File: src/rtl/modexp_engine_pkg.sv
// Shared definitions for the modular exponentiation engine.
//   state_t    : engine FSM encoding
//   lat_cycles : fixed start-to-done latency of a normal run for a given
//                operand width (two serial multiplies of W+1 cycles per
//                exponent bit, plus LOAD and FIN)
package modexp_engine_pkg;

    // STEP exists in the encoding for documentation only: the bit-index
    // decrement happens in the final cycle of MUL, so STEP is never entered.
    typedef enum logic [2:0] {
        ST_IDLE,
        ST_LOAD,
        ST_SQR,
        ST_MUL,
        ST_STEP,
        ST_FIN
    } state_t;

    function automatic int unsigned lat_cycles(input int unsigned w);
        return 2 * w * (w + 1) + 2;
    endfunction

endpackage

File: src/rtl/modmul_serial.sv
// Bit-serial Blakley modular multiplier: p = a*b mod n, MSB-first.
// Requires a < n and b < n; the running product then always stays below n.
//   clk, rst_n : clock, asynchronous active-low reset
//   mm_start   : latch a/b/n and clear the product (accepted at any time)
//   a, b, n    : multiplicand, multiplier, modulus
//   p          : product, valid while mm_done is high
//   mm_done    : one-cycle pulse, W+1 cycles after the mm_start cycle
module modmul_serial #(
    parameter int RSA_WIDTH = 128
) (
    input  logic                 clk,
    input  logic                 rst_n,
    input  logic                 mm_start,
    input  logic [RSA_WIDTH-1:0] a,
    input  logic [RSA_WIDTH-1:0] b,
    input  logic [RSA_WIDTH-1:0] n,
    output logic [RSA_WIDTH-1:0] p,
    output logic                 mm_done
);

    localparam int W  = RSA_WIDTH;
    localparam int IW = $clog2(W);

    logic [W-1:0]  a_q, b_q, n_q, p_q;
    logic [IW-1:0] j_q;
    logic          busy_q;
    logic          done_q;

    logic [W:0]    dbl, dbl_red, acc;
    logic [W-1:0]  p_next;

    // One Blakley step: double, reduce, conditionally add b, reduce.
    // Both intermediates stay below 2n, so W+1 bits and one subtract suffice.
    always_comb begin
        dbl     = {p_q, 1'b0};
        dbl_red = (dbl >= {1'b0, n_q}) ? dbl - {1'b0, n_q} : dbl;
        acc     = dbl_red + (a_q[j_q] ? {1'b0, b_q} : '0);
        p_next  = (acc >= {1'b0, n_q}) ? W'(acc - {1'b0, n_q}) : W'(acc);
    end

    always_ff @(posedge clk or negedge rst_n) begin
        if (!rst_n) begin
            a_q    <= '0;
            b_q    <= '0;
            n_q    <= '0;
            p_q    <= '0;
            j_q    <= '0;
            busy_q <= 1'b0;
            done_q <= 1'b0;
        end else begin
            // NOTE: the pulse defaults low here and is raised only below, so it can never stick high.
            done_q <= 1'b0;
            if (mm_start) begin
                a_q    <= a;
                b_q    <= b;
                n_q    <= n;
                p_q    <= '0;
                j_q    <= IW'(W - 1);
                busy_q <= 1'b1;
            end else if (busy_q) begin
                p_q <= p_next;
                if (j_q == '0) begin
                    busy_q <= 1'b0;
                    done_q <= 1'b1;
                end else begin
                    j_q <= j_q - 1'b1;
                end
            end
        end
    end

    assign p       = p_q;
    assign mm_done = done_q;

endmodule

File: src/rtl/modexp_engine.sv
// Constant-time modular exponentiation c = m^e mod n (left-to-right binary).
// Every exponent bit costs one square and one multiply; the multiply result
// is kept or discarded by e[i], so timing and activity do not depend on e.
//   S_AXI_ACLK, S_AXI_ARESETN : clock, asynchronous active-low reset
//   start    : request, accepted only while ready=1
//   m, e, n  : base, exponent, modulus, latched on the accepted start
//   c        : result, held from done until the next accepted start
//   ready    : idle, able to accept start
//   done     : one-cycle pulse when c/err are valid
//   err      : operand error (n<2 or m>=n) on the last run
module modexp_engine
    import modexp_engine_pkg::*;
#(
    parameter int RSA_WIDTH = 128
) (
    input  logic                 S_AXI_ACLK,
    input  logic                 S_AXI_ARESETN,
    input  logic                 start,
    input  logic [RSA_WIDTH-1:0] m,
    input  logic [RSA_WIDTH-1:0] e,
    input  logic [RSA_WIDTH-1:0] n,
    output logic [RSA_WIDTH-1:0] c,
    output logic                 ready,
    output logic                 done,
    output logic                 err
);

    localparam int          W   = RSA_WIDTH;
    localparam int          IW  = $clog2(W);
    localparam int unsigned LAT = lat_cycles(RSA_WIDTH);
    localparam int          CW  = $clog2(LAT + 1);
    localparam logic [CW-1:0] LAT_V = CW'(LAT);

    state_t        state, state_nxt;
    logic [W-1:0]  m_q, e_q, n_q, r_q;
    logic [IW-1:0] i_q;
    logic [CW-1:0] cnt_q;

    logic          mm_start, mm_done;
    logic [W-1:0]  mm_a, mm_b, p;
    logic [W-1:0]  r_new;
    logic          operand_bad;
    logic          timeout;

    // Value R takes when the current multiply completes: squares always
    // land, multiplies land only for a set exponent bit.
    assign r_new       = (state == ST_MUL && !e_q[i_q]) ? r_q : p;
    assign operand_bad = (n_q < W'(2)) || (m_q >= n_q);
    // Safety net: a run still multiplying at LAT cycles is forced to an error.
    assign timeout     = (state inside {ST_SQR, ST_MUL}) && (cnt_q >= LAT_V);
    assign ready       = (state == ST_IDLE);
    assign done        = (state == ST_FIN);

    modmul_serial #(.RSA_WIDTH(W)) u_mul (
        .clk      (S_AXI_ACLK),
        .rst_n    (S_AXI_ARESETN),
        .mm_start (mm_start),
        .a        (mm_a),
        .b        (mm_b),
        .n        (n_q),
        .p        (p),
        .mm_done  (mm_done)
    );

    // The next multiply is launched in the completion cycle of the previous
    // one, with R forwarded from the multiplier output, so each multiply
    // occupies exactly W+1 cycles of its state.
    always_comb begin
        // NOTE: every output of this block gets a default first, so no path can infer a latch.
        state_nxt = state;
        mm_start  = 1'b0;
        mm_a      = r_new;
        mm_b      = r_new;
        case (state)
            ST_IDLE: if (start) state_nxt = ST_LOAD;
            ST_LOAD: begin
                if (operand_bad) begin
                    state_nxt = ST_FIN;
                end else begin
                    mm_start  = 1'b1;
                    mm_a      = W'(1);
                    mm_b      = W'(1);
                    state_nxt = ST_SQR;
                end
            end
            ST_SQR: begin
                if (mm_done) begin
                    mm_start  = 1'b1;
                    mm_a      = p;
                    mm_b      = m_q;
                    state_nxt = ST_MUL;
                end
            end
            ST_MUL: begin
                if (mm_done) begin
                    if (i_q == '0) begin
                        state_nxt = ST_FIN;
                    end else begin
                        mm_start  = 1'b1;
                        state_nxt = ST_SQR;
                    end
                end
            end
            ST_FIN:  state_nxt = ST_IDLE;
            default: state_nxt = ST_IDLE;
        endcase
        if (timeout) begin
            state_nxt = ST_FIN;
            mm_start  = 1'b0;
        end
    end

    always_ff @(posedge S_AXI_ACLK or negedge S_AXI_ARESETN) begin
        if (!S_AXI_ARESETN) begin
            state <= ST_IDLE;
            m_q   <= '0;
            e_q   <= '0;
            n_q   <= '0;
            r_q   <= '0;
            i_q   <= '0;
            cnt_q <= '0;
            c     <= '0;
            err   <= 1'b0;
        end else begin
            state <= state_nxt;

            if (state == ST_IDLE && start) begin
                cnt_q <= CW'(1);
            end else if (state inside {ST_LOAD, ST_SQR, ST_MUL}) begin
                cnt_q <= cnt_q + CW'(1);
            end

            case (state)
                ST_IDLE: begin
                    if (start) begin
                        m_q <= m;
                        e_q <= e;
                        n_q <= n;
                    end
                end
                ST_LOAD: begin
                    err <= operand_bad;
                    if (operand_bad) begin
                        c <= '0;
                    end else begin
                        r_q <= W'(1);
                        i_q <= IW'(W - 1);
                    end
                end
                ST_SQR: if (mm_done) r_q <= r_new;
                ST_MUL: begin
                    if (mm_done) begin
                        r_q <= r_new;
                        if (i_q == '0) begin
                            c   <= r_new;
                            err <= 1'b0;
                        end else begin
                            i_q <= i_q - 1'b1;
                        end
                    end
                end
                default: ;
            endcase

            if (timeout) begin
                c   <= '0;
                err <= 1'b1;
            end
        end
    end

endmodule

File: config.mk
export PLATFORM = sky130hd
export DESIGN_NAME = modexp_engine
export DESIGN_NICKNAME = d
export VERILOG_FILES = /design/src/rtl/modexp_engine_pkg.sv /design/src/rtl/modmul_serial.sv /design/src/rtl/modexp_engine.sv
export SDC_FILE = /design/constraint.sdc
export NUM_CORES = 2
export LEC_CHECK = 0
export CORE_ASPECT_RATIO = 0.75
export CORE_MARGIN = 1.5
export CORE_UTILIZATION = 35
export CTS_CLUSTER_DIAMETER = 40
export CTS_CLUSTER_SIZE = 25
export DETAILED_ROUTE_END_ITERATION = 16
export SKIP_LAST_GASP = 1
export SYNTH_ARGS = -nofsm -noshare
export SYNTH_HDL_FRONTEND = slang
export SYNTH_SLANG_ARGS = --single-unit
File: constraint.sdc
create_clock -name S_AXI_ACLK -period 10 [get_ports S_AXI_ACLK]
set_input_delay 1.5 -clock S_AXI_ACLK [delete_from_list [all_inputs] [get_ports S_AXI_ACLK]]
set_output_delay 1.5 -clock S_AXI_ACLK [all_outputs]
set_load 0.1 [all_outputs]
======== Word-level counts from Yosys, hierarchy flattened ========
Cells that the tools add are included.
word-level totals
  flip-flop bits (word level) ............. 1,188
  word-level logic and storage cells ...... 121
operators by class
  add/sub/neg operators ................... 6
  $lt $le $gt $ge ......................... 7
  eq/ne operators ......................... 14
  mux-type cells .......................... 55
  reduce and logical (&&, ||, !) cells .... 23
operator list
  kind                     count
  $mux W128                14
  $pmux W128 S2            4
  $ge A129 B128 Y1         2
  $add A129 B128 Y129      1
  $mux W129                1
  $sub A129 B128 Y129      1
  $ge A128 B128 Y1         1
  $lt A128 B2 Y1 const B   1
  $sub A128 B128 Y128      1
  $mux W7                  6
  $mux W16                 2
  $mux W3                  6
  $add A16 B1 Y16 const B  1
  $ge A16 B16 Y1 const B   1
  $lt A7 B8 Y1 const B     2
  $mux W1                  16
  $bmux W1 S7              2
  $logic_not A7 Y1         2
  $pmux W7 S2              1
  $sub A7 B1 Y7 const B    2
  $ne A3 B2 Y1 const B     4
  $pmux W3 S4              1
  $reduce_bool A2 Y1       5
  $reduce_and A3 Y1        3
  other kinds (16)         25

======== Logic depth before layout (Yosys ltp) ========
  depth after elaboration ................. 9
  gate-level depth with buffers ........... 51

======== Modules after synthesis ========
Synthesis repeated with hierarchy kept, for this count alone.
unflattened totals
  cells, all modules ...................... 8,876
  area, all modules ....................... 80,627.3 sq um
by module, submodules not included
  module         instances  cells each  area each (sq um)  seq. area each (sq um)
  modmul_serial  1          6,001       48,485.3           13,037.5
  modexp_engine  1          2,875       32,142.1           16,691.0

======== Least setup slack after synthesis ========
OpenSTA, ideal clock, no wires.
  kind .................................... register to register
  from .................................... register u_mul.j_q[0]
  to ...................................... register u_mul.p_q[123] (netlist: u_mul.p[123])
  library setup time ...................... 0.082 ns
  arrival ................................. 9.219 ns
  path slack .............................. 0.699 ns
  cell stages (with the launch flop) ...... 42
  buffers on the path ..................... 8
  clock period less this slack ............ 9.301 ns
  cell sequence ........................... dfrtp_1 > clkbuf_1 > buf_1 > mux4_2 > mux4_2 > mux4_2 > mux2i_1 > clkbuf_1 > clkbuf_1 > nor2b_1 > ha_1 > buf_2 > nand4_4 > a2111oi_2 > o41a_2 > inv_2 > a211o_1 > a21oi_1 > (+6 left out) > ha_1 > clkbuf_1 > a21o_1 > a21o_1 > a21o_1 > a2111oi_0 > o21ai_0 > a21oi_1 > o41ai_1 > a31oi_1 > o21ai_1 > a21oi_1 > o21a_1 > buf_2 > nand2_4 > buf_12 > or3_1 > a31oi_1
between the ends
  longest elaborated chain between the ends .. 8
RTL lines
  element                                                         RTL line             source
  start, declared                                                 modmul_serial.sv:25  logic [IW-1:0] j_q;
  start signal, assigned                                          modmul_serial.sv:58  j_q <= IW'(W - 1);
  start signal, assigned                                          modmul_serial.sv:66  j_q <= j_q - 1'b1;
  $bmux W1 S7 (*)                                                 modmul_serial.sv:37  acc = dbl_red + (a_q[j_q] ? {1'b0, b_q} : '0);
  $mux W1 (implied by the code) (*)                               modmul_serial.sv:37
  $mux W128 (*)                                                   modmul_serial.sv:37
  $add A129 B128 Y129 (*)                                         modmul_serial.sv:37
  $sub A128 B128 Y128 / $ge A129 B128 Y1 (equally long branches)  modmul_serial.sv:38  p_next = (acc >= {1'b0, n_q}) ? W'(acc - {1'b0, n_q}) : W'(acc);
  $mux W128 (*)                                                   modmul_serial.sv:38
  $mux W128 (*)                                                   modmul_serial.sv:60  end else if (busy_q) begin
  $mux W128 (*)                                                   modmul_serial.sv:53  if (mm_start) begin
  end signal, assigned                                            modmul_serial.sv:61  p_q <= p_next;
  end, declared                                                   modmul_serial.sv:24  logic [W-1:0] a_q, b_q, n_q, p_q;
Mark *: on every way between the ends. The rest lies on a longest branch, timed or not. The select of a mux whose other input is x is not followed.
A chain may end at the register's enable or synchronous reset.

======== Worst setup path after layout ========
  from .................................... register u_mul.p_q[36] (netlist: u_mul.p[36])
  to ...................................... register u_mul.p_q[23] (netlist: u_mul.p[23])
between the ends
  longest elaborated chain between the ends .. 7
RTL lines
  element                                                         RTL line             source
  $sub A129 B128 Y129 / $ge A129 B128 Y1 (equally long branches)  modmul_serial.sv:36  dbl_red = (dbl >= {1'b0, n_q}) ? dbl - {1'b0, n_q} : dbl;
  $mux W129 (*)                                                   modmul_serial.sv:36
  $add A129 B128 Y129 (*)                                         modmul_serial.sv:37
  $ge A129 B128 Y1 / $sub A128 B128 Y128 (equally long branches)  modmul_serial.sv:38
  $mux W128 (*)                                                   modmul_serial.sv:38
  $mux W128 (*)                                                   modmul_serial.sv:60
  $mux W128 (*)                                                   modmul_serial.sv:53
Marked as above.

==> run_results.csv <==
group,metric,value,unit
routing,num_vias,81430,
clocking,clock_latency,0.92,ns
floorplanning,rows,151,
setup_path,crit_top_cell,"buf_4",
floorplanning,die_h,416.1,um
synth,syn_area,79650,um^2
synth,syn-num-nets,10020,
setup_path,worst_path_max_delay_cell,"dfrtp_2",
grt,grt_pass1_wl,524.3,mm
synth,synth_warnings,0,
setup_path,worstPathMaxFanout,10,
cells_and_area,area_growth,42.22,%
clocking,cts_made_buffers,206,
sta,finalSetupViolations,0,
setup_path,end_kind,"flop",
placement,place_congestion,1.024,
grt,grt_pass1_vias,79140,
cells_and_area,nNetsFinal,12290,
clocking,cts-root-buf,"clkbuf_16",
synth,ys.flop_type,"dfrtp_1",
routing,drt_first_pass_iters,6,
setup_path,crit_family,"compound AO/OA/AOI/OAI gates",
floorplanning,die_w,553.8,um
setup_path,cp.required,10.70,ns
setup_path,cp.arrival,10.54,ns
sta,layout_min_cycle_time,9.844,ns
sta,hold_slack,0.4738,ns
setup_path,slowest_delay,0.45,ns
cells_and_area,fillers,21160,
synth,synth_cell_types,98,
sta,slew_headroom,15.22,%
sta,rsz0062_at_grt,"true",
placement,port_buffers,517,
sta,fmax,101.6,MHz
floorplanning,core,226000,um^2
flow_run,drv_cap,0,
sta,skew,0.09651,ns
grt,antenna_found_initial,25,
sta,slew_viol_final,0,
synth,synthCells,9117,
cells_and_area,multi_input_area,48600,um^2
routing,wl,359.8,mm
grt,grt_overflow_total,0,
cells_and_area,fin_cells,14540,
cells_and_area,layout_common_cells,"buf_4, dfrtp_1, nand2_1",
routing,drtIter0Drc,8633,
synth,post_synth.cell_area_avg,8.736,um^2
floorplanning,start_util,35.25,%
clocking,cts_sinks,1188,
placement,dp_cells,14010,
clocking,clk_pin_slew,0.05,ns
routing,drcViolationCount,0,
grt,grt_start_max_net_pins,184,
floorplanning,ios,518,
cells_and_area,area.sequential,29750,um^2
sta,hold_viol_final,0,
status,status,"finished clean",
grt,grt_use_total,30.09,%
placement,hpwl,279.2,mm
setup_path,start_kind,"flop",
clocking,cts_tree,"built",
cells_and_area,final_common_cell,"buf_4",
setup_path,worstSetupPathType,"flop to flop",
synth,yosysSeqAreaShare,37.32,%
setup_path,cp_num_buf_inv,15,
synth,synth_seq_cells,1188,
clocking,cts_htree_levels,4,
routing,ant_nets,0,
clocking,clk_path_buf_depth,4,
sta,fin_crit_sh,98.44,%
hold_path,min_path_type,"flop to flop",
sta,worst_pin_slew,1.260,ns
floorplanning,die_area,230500,um^2
synth,synth_async_sr_flop_share,100.0,%
synth,synth_edf_count,0,
routing,wire_per_inst,24.74,um
routing,via_per_inst,5.600,
cells_and_area,drive_gt1_share,28.49,%
## synth_stat cells, drive strengths merged (84+ instances only)
cell type  count  area [um^2]
a21oi        866         4357
mux4          84         1892
dfrtp       1188        29730
xor2         162         1419
nand2       1171         4403
nand3         85        425.4
clkbuf       466         1750
nor2         568         2142
a21o         278         2087
o21bai       102        765.7
xnor2        226         1979
buf          112        674.4
nor2b        158        988.5
ha           517         6469
inv          390         1464
a211oi       161         1209
o21ai       1070         5366
mux2i        220         2202
nand4        200         1272
mux2         267         3007
o31ai        156         1176
## state kept, by name, indices dropped and copies added, names as in the netlist, 3 cells and up
signal     flops
c            128
cnt_q         16
e_q          128
i_q            7
m_q          128
n_q          128
r_q          128
state          3
u_mul.a_q    128
u_mul.b_q    128
u_mul.j_q      7
u_mul.n_q    128
u_mul.p      128
## stage by stage
| step | cell area [um^2] | setup slack [ns] | utilization [%] | setup TNS [ns] |
|---|---|---|---|---|
| 2_1_floorplan | 79650 | 0.6989 | - | 0 |
| 3_3_place_gp | 101600 | -1.005 | 44.97 | -116.30 |
| 3_5_place_dp | 101600 | -1.162 | 44.97 | -135.49 |
| 4_1_cts | 110500 | 0.004306 | 48.92 | 0 |
| 5_1_grt | 113300 | -0.1258 | 50.12 | -5.230 |
| 6_report | 113300 | 0.1558 | 50.13 | 0 |
## layer usage
metal  vias to the layer above  share of wire (%)  global-route usage, %
li1                      37240                  -                      -
met4                        26                3.1                  8.357
met2                      3363                 41                  42.72
met1                     40270                 47                  45.01
met5                         -              0.048                      0
met3                       538                9.5                  6.929
## repair_timing
| item | 4_1_cts | 5_1_grt |
|---|---|---|
| hold endpoints to repair | 0 | 0 |
| endpoints found under the setup margin | 128 | 128 |
| gates cloned | 11 | 10 |
| hold buffers | 0 | 0 |
| resized for setup | 198 | 410 |
| pin swaps | 82 | 219 |
| setup buffers | 45 | 93 |
## worst min-delay path, stage by stage, from the launching register on
cell,delay [ns]
dfrtp_1,0.34
nand2_1,0.05
o31ai_1,0.05
## logic make-up (layout without fill, tap and decap cells)
kind of cell    count (synthesis)  count (layout)  share of synthesized area (%)
flops                        1188            1188                          37.32
fa+ha+maj                     520             520                          8.197
other cells                     0              11                              0
xor+xnor                      388             388                          4.267
simple gates                 2547            2548                          14.47
mux                           571             571                          8.915
compound gates               2935            2935                          21.95
buf+inv                       968            3396                          4.882
## path summary, 6_finish.rpt
| check | startpoint | end | slack (ns) | depth (start not counted) |
|---|---|---|---|---|
| max | u_mul.p[36] | u_mul.p[23] | 0.16 | 53 |
| min | r_q[86] | r_q[86] | 0.47 | 2 |
| max reg2reg | u_mul.p[36] | u_mul.p[23] | 0.16 | 53 |
| min reg2reg | r_q[86] | r_q[86] | 0.47 | 2 |
| max in group asynchronous | S_AXI_ARESETN | i_q[0] | 7.06 | 3 |
| min in group asynchronous | S_AXI_ARESETN | m_q[47] | 0.69 | 1 |
## final cells by class
cell class                      count  share of cell area [%]
Multi-Input combinational cell   6962                   42.90
Sequential cell                  1188                   26.26
Timing Repair Buffer             2635                   19.67
Clock buffer                      221                   4.689
Tap cell                         2983                   3.295
Clock inverter                    150                   1.869
Inverter                          390                   1.292
Antenna cell                       11                 0.02430
Power is left out: the tool's default activity adds up to more than one toggle a clock period on the data nets, which glitch-free logic cannot reach.
